--- config.mk ---
export PLATFORM = sky130hd
export DESIGN_NAME = updown_counter_param
export DESIGN_NICKNAME = d
export VERILOG_FILES = /design/src/rtl/updown_counter_param.sv
export SDC_FILE = /design/constraint.sdc
export NUM_CORES = 1
export LEC_CHECK = 0
export BUFFER_PORTS_ARGS = -buffer_cell sky130_fd_sc_hd__buf_2
export CAP_MARGIN = 10
export CORE_MARGIN = 2
export CORE_UTILIZATION = 46
export CTS_CLUSTER_SIZE = 14
export DETAILED_ROUTE_END_ITERATION = 6
export PLACE_DENSITY = 0.73
export SLEW_MARGIN = 10
export SYNTH_ARGS = -nofsm -noshare
export SYNTH_HDL_FRONTEND = slang
export SYNTH_SLANG_ARGS = --single-unit
export TNS_END_PERCENT = 20
--- constraint.sdc ---
create_clock -name clk -period 2.1 [get_ports clk]
set_input_delay 0.21 -clock clk [delete_from_list [all_inputs] [get_ports clk]]
set_output_delay 0.21 -clock clk [all_outputs]
set_load 0.02 [all_outputs]
--- src/rtl/updown_counter_param.sv ---
// ----------------------------------------------------------------------------
// updown_counter_param
//
// Parametrised synchronous up/down counter with a programmable ceiling, count
// enable, parallel load and three boundary behaviours:
//   wrap      (mode 00, and the reserved code 11) - roll over at the boundary
//   saturate  (mode 01)                           - stick at the boundary
//   one-shot  (mode 10)                           - count once after a load
//
// Ports:
//   clk       rising-edge clock
//   reset     asynchronous, active-high reset
//   en        count enable, one step per clock while high
//   dir       0 = count down, 1 = count up
//   mode      boundary behaviour select (see above)
//   load      synchronous parallel load strobe (beats en)
//   load_val  value to load; values above MAX_VAL are clamped to MAX_VAL
//   counter   current count (registered)
//   tc        terminal-count pulse (registered)
//   at_zero   combinational flag: counter == 0
//   at_max    combinational flag: counter == MAX_VAL
//   busy      one-shot sequence in progress (registered)
// ----------------------------------------------------------------------------
module updown_counter_param #(
    parameter int unsigned WIDTH     = 4,
    parameter int unsigned MAX_VAL   = (1 << WIDTH) - 1,
    parameter int unsigned RESET_VAL = MAX_VAL
) (
    input  logic             clk,
    input  logic             reset,
    input  logic             en,
    input  logic             dir,
    input  logic [1:0]       mode,
    input  logic             load,
    input  logic [WIDTH-1:0] load_val,
    output logic [WIDTH-1:0] counter,
    output logic             tc,
    output logic             at_zero,
    output logic             at_max,
    output logic             busy
);

    localparam logic [WIDTH:0]   MAX_EXT = (WIDTH + 1)'(MAX_VAL);
    localparam logic [WIDTH-1:0] MAX_W   = WIDTH'(MAX_VAL);
    localparam logic [WIDTH-1:0] RST_W   = WIDTH'(RESET_VAL);

    localparam logic [1:0] MODE_SAT     = 2'b01;
    localparam logic [1:0] MODE_ONESHOT = 2'b10;

    typedef enum logic [1:0] {
        ST_IDLE = 2'd0,
        ST_RUN  = 2'd1,
        ST_DONE = 2'd2
    } state_t;

    state_t           state_reg, state_next;
    logic [WIDTH-1:0] counter_reg, counter_next;
    logic             tc_reg, tc_next;
    logic             busy_reg, busy_next;

    // Datapath helpers, evaluated one bit wider than the counter so that the
    // ceiling comparison and the +/-1 step can never silently overflow.
    logic [WIDTH:0]   cnt_ext;
    logic [WIDTH:0]   load_ext;
    logic [WIDTH:0]   boundary_ext;
    logic [WIDTH:0]   step_ext;
    logic [WIDTH-1:0] step_val;
    logic [WIDTH-1:0] wrap_val;
    logic [WIDTH-1:0] load_clamped;
    logic             at_bound;
    logic             step_hits;
    logic             one_shot;

    always_comb begin
        cnt_ext      = {1'b0, counter_reg};
        load_ext     = {1'b0, load_val};
        load_clamped = (load_ext > MAX_EXT) ? MAX_W : load_val;
        boundary_ext = dir ? MAX_EXT : '0;
        at_bound     = (cnt_ext == boundary_ext);
        step_ext     = dir ? (cnt_ext + (WIDTH + 1)'(1)) : (cnt_ext - (WIDTH + 1)'(1));
        step_val     = step_ext[WIDTH-1:0];
        // True when this step lands exactly on the boundary.
        step_hits    = (step_ext == boundary_ext);
        wrap_val     = dir ? '0 : MAX_W;
        one_shot     = (mode == MODE_ONESHOT);
    end

    // Next-state logic. Stepping is only ever done when not at the boundary,
    // so the counter cannot leave the range 0..MAX_VAL.
    always_comb begin
        counter_next = counter_reg;
        tc_next      = 1'b0;
        state_next   = state_reg;
        busy_next    = 1'b0;

        if (load) begin
            counter_next = load_clamped;
            if (one_shot) begin
                state_next = ST_RUN;
                busy_next  = 1'b1;
            end else begin
                state_next = ST_IDLE;
            end
        end else if (!one_shot && (state_reg != ST_IDLE)) begin
            // Left one-shot mode mid-sequence: spend this edge returning the
            // FSM to IDLE with the counter frozen.
            state_next = ST_IDLE;
        end else if (one_shot) begin
            case (state_reg)
                ST_RUN: begin
                    busy_next = 1'b1;
                    if (en) begin
                        if (at_bound) begin
                            // Loaded right at the boundary: finish without moving.
                            tc_next    = 1'b1;
                            state_next = ST_DONE;
                            busy_next  = 1'b0;
                        end else begin
                            counter_next = step_val;
                            if (step_hits) begin
                                tc_next    = 1'b1;
                                state_next = ST_DONE;
                                busy_next  = 1'b0;
                            end
                        end
                    end
                end
                default: begin
                    // IDLE and DONE hold until a load.
                end
            endcase
        end else if (en) begin
            if (mode == MODE_SAT) begin
                if (!at_bound) begin
                    counter_next = step_val;
                    // Pulse only on arrival; a held boundary stays quiet.
                    tc_next      = step_hits;
                end
            end else begin
                if (at_bound) begin
                    counter_next = wrap_val;
                    tc_next      = 1'b1;
                end else begin
                    counter_next = step_val;
                end
            end
        end
    end

    always_ff @(posedge clk or posedge reset) begin
        if (reset) begin
            counter_reg <= RST_W;
            tc_reg      <= 1'b0;
            busy_reg    <= 1'b0;
            state_reg   <= ST_IDLE;
        end else begin
            counter_reg <= counter_next;
            tc_reg      <= tc_next;
            busy_reg    <= busy_next;
            state_reg   <= state_next;
        end
    end

    assign counter = counter_reg;
    assign tc      = tc_reg;
    assign busy    = busy_reg;
    assign at_zero = (counter_reg == '0);
    assign at_max  = (counter_reg == MAX_W);

endmodule

## Word-level counts from Yosys, hierarchy flattened

Cells that the tools add are included.
Widths: inputs -> output; s select.

- Register bits: 8
- Input bits: 11

- $add $sub $neg: 2
- Eq/ne operators: 9
- Muxes and demuxes: 39
- Reduce and logical (&&, ||, !) cells: 11

Operators with widths:

| kind | count |
|---|---|
| $mux 4 | 11 |
| $mux 1 | 20 |
| $mux 2 | 7 |
| $reduce_bool 3->1 | 4 |
| $reduce_and 4->1 | 2 |
| $add 4x1->5 const B | 1 |
| $eq 5x4->1 | 1 |
| $mux 5 | 1 |
| $sub 4x1->5 const B | 1 |
| $eq 2x1->1 const B | 2 |
| $eq 4x4->1 | 1 |
| $eq 4x4->1 const B | 1 |
| $logic_not 4->1 | 1 |
| $reduce_bool 4->1 | 1 |
| $ne 3x2->1 const B | 1 |
| $ne 3x3->1 const B | 1 |
| $eq 2x2->1 const B | 1 |
| $ne 2x2->1 const B | 1 |
| $reduce_bool 2->1 | 1 |
| $logic_and 1x1->1 | 1 |
| $logic_not 1->1 | 1 |

## Longest topological paths before layout

- Word-level depth: 10
- Mapped depth: 7
- Depth with buffers taken out: 7

## Least setup slack after synthesis

Ideal clock, no wire load.

- Path kind: register -> register
- Start: register counter_reg[2], in the netlist counter[2]
- End: register state_reg[0]
- Library setup time: 0.123 ns
- Arrival: 2.015 ns
- Data required time: 1.977 ns
- Setup slack: -0.038 ns
- Cell stages (with the launch flop): 7
- Path buffers: 0
- Clock period less this slack: 2.138 ns
- Cell sequence: dfstp_2 -> ha_1 -> a21o_2 -> a2111o_1 -> nor3_4 -> nor3_1 -> o221a_2

- Longest elaborated chain between the ends: 7
- Elaborated cells between the ends (all ways): 13

Ends and longest elaborated chain:

| item | RTL line | text |
|---|---|---|
| from (decl) | 57 | `logic [WIDTH-1:0] counter_reg, counter_next;` |
| from (signal assigned) | 157 | `counter_reg <= counter_next;` |
| parallel branches: the longest is 7 deep, another holds $sub 4x1->5 | n/a |  |
| to (signal assigned) | 160 | `state_reg <= state_next;` |
| to (decl) | 56 | `state_t state_reg, state_next;` |

Parallel ways; which one is timed is not known. The select of a mux whose other input is x is not followed.
A chain may end at the register's enable or synchronous reset.

## Worst setup path in the final report

- Start: register counter_reg[0], in the netlist counter[0]
- End: register state_reg[0]

The elaborated chain is that of the path after synthesis.

==> results.yml <==
routing:
  postRouteAntennaNets: 0
  drt_iter0_markers: 12
  post_drt_wl_per_cell_um: 14.1
  wl_um: 1860
  drtPass1Iterations: 4
  route.detailed.drc: 0
  routed-via-count: 784
  vias_per_cell: 5.94
yosys:
  ys_types: 36
  synth_nets: 104
  synth_edf_count: 0
  ys_seq_elements: 8
  netlist_area_um2: 749
  avgSynthCellArea_um2: 8.61
  synthFlopType: "dfstp_2"
  synth_seq_area_share_pct: 27.4
  synth-async-reset-ratio_pct: 100
  synth_cells: 87
  yosysWarnings: 0
layout:
  fin_util_pct: 62.9
  final_common_cell: "buf_2"
  seq_area_um2: 205
  antenna_cells: 0
  syn2layout_area_growth_pct: 27.9
  mostFrequentLayoutCells: "buf_2, inv_1, o21ai_0, nand2_1, buf_4"
  multi_input_area_um2: 528
  fin_area_um2: 958
  largest_reg_flops: 4
  nNetsFinal: 134
  drive_above_1_share_pct: 36.2
  fillCellCount: 151
sta:
  finalCriticalPeriod_ns: 2.05
  maxSlewHeadroom_pct: 67.2
  final.setup.tns_ns: 0
  final_max_slew_viol_count: 0
  finalSetupViolCount: 0
  final.period_utilization_pct: 97.7
  setup_slack_ns: 0.0483
  hold_viol: 0
  max_slew.worst_pin.slew_ns: 0.486
  max_freq_mhz: 487
  rsz0062_at_grt: "true"
  whs_ns: 0.171
  skew_ns: 0.0111
grt:
  gr-usage-all-layers_pct: 20.9
  grt_pass1_wl_um: 3020
  grt-ovfl-total: 0
  antenna_found_initial: 0
  grt_max_degree: 11
  grt_pass1_vias: 680
floorplan:
  die_w_um: 44.4
  ioPinCount: 19
  coreArea_um2: 1520
  die-area_um2: 1970
  rows: 14
  die_height_um: 44.4
  initial_core_util_pct: 49.2
clocking:
  clock_tree.root_cell: "clkbuf_4"
  cts_tree: "yes"
  clock_latency_ns: 0.26
  htreeDepth: 1
  clock_sinks: 8
  cts_buffers: 3
  clk_pin_slew_worst_paths_ns: 0.06
  cts_buffer_depth: 2
worst_hold_path:
  hold_depth: 3
  hp-class: "in -> reg"
run_status:
  status: "finished clean"
setup_path:
  r2r_slack_ns: 0.05
  crit_fanout: 5
  crit_arrival_ns: 2.21
  critPathLaunchType: "flop"
  crit_path_end_kind: "flop"
  crit_type: "reg -> reg"
  reg2reg_depth: 7
  cp.required_ns: 2.25
pwr:
  leakagePower_uw: 0.000466
  ir_drop_mv: 0.345
  power_density_nw_per_um2: 757
place:
  placed_area_um2: 922
  post-place-ws_ns: -0.0375
  routabilityCongestion: 0.875
  dp_hpwl_um: 1500
  port_buffers: 18
job:
  max_cap_viol_count: 0
[worst max-delay path: stages (launching register included)]
cell and delay [ns]:
dfstp_2 0.58, inv_1 0.08, ha_1 0.31, nand3b_1 0.10, a2111o_1 0.33, nor3_4 0.19, nor3_1 0.10, o221a_2 0.26
[synthesized netlist by cell type (all sizes together) (2+ instances only)]
cell / n / share of area (%)
dfstp: 4 / 14
a2bb2oi: 2 / 2.3
a21o: 3 / 3.2
nor3: 3 / 3.5
nand3b: 2 / 2.0
xor2: 2 / 2.3
nand2: 7 / 3.5
a21oi: 5 / 3.3
nand3: 3 / 2.0
inv: 7 / 3.5
xnor2: 4 / 4.7
o311ai: 2 / 2.3
dfrtp: 4 / 13
ha: 5 / 8.3
and3: 4 / 3.7
o21ai: 7 / 4.7
nor2b: 2 / 1.7
nor2: 6 / 3.0
[metrics by stage]
step                power (uW)  cells
global route               776    132
CTS                        725    132
floorplan                  458     87
detailed placement         594    127
finish                     726    132
global placement           584    127
[path summary, 6_finish.rpt]
kind / end / start
worst max-delay path: state_reg[0] / counter[0]
worst min-delay path: counter[0] / load_val[0]
worst max register to register: state_reg[0] / counter[0]
worst min register to register: state_reg[1] / state_reg[1]
max in group asynchronous: counter[0] / reset
min in group asynchronous: state_reg[0] / reset
[timing repair]
item	CTS	global route
gates resized for setup	0	0
hold buffers	1	0
endpoints found under the hold margin	4	0
pin swaps	1	0
setup buffers	0	0
endpoints found under the setup margin	1	4
[layout make-up]
class	instances	share of cell area (%)
Inverter	7	2.74
Tap cell	16	2.09
Clock buffer	4	2.74
Timing Repair Buffer	26	15.9
Multi-Input combinational cell	71	55.1
Sequential cell	8	21.4
[logic make-up (layout without fill, tap and decap cells)]
logic type	count (synthesis)	in the layout	share of synthesized area [%]
fa+ha+maj	6	6	11.0
buf+inv	8	37	4.17
simple gates	30	30	22.5
compound gates	29	29	27.9
flops	8	8	27.4
xor+xnor	6	6	7.01
[layer usage]
metal / GRT usage (%) / wire length, um / vias to the layer above
li1: - / - / 381
met1: 27.5 / 903 / 366
met2: 34.4 / 819 / 33
met3: 2.45 / 94 / 4
met4: 9.09 / 37 / 0
met5: 0 / 0 / -
[power breakdown]
group          total, uW  switching [uW]  internal (uW)
Combinational        383             208            175
Clock                131            58.4           73.1
Sequential           211            24.7            187
Total                726             291            435
No activity file was read; power rests on OpenSTA's default activity.
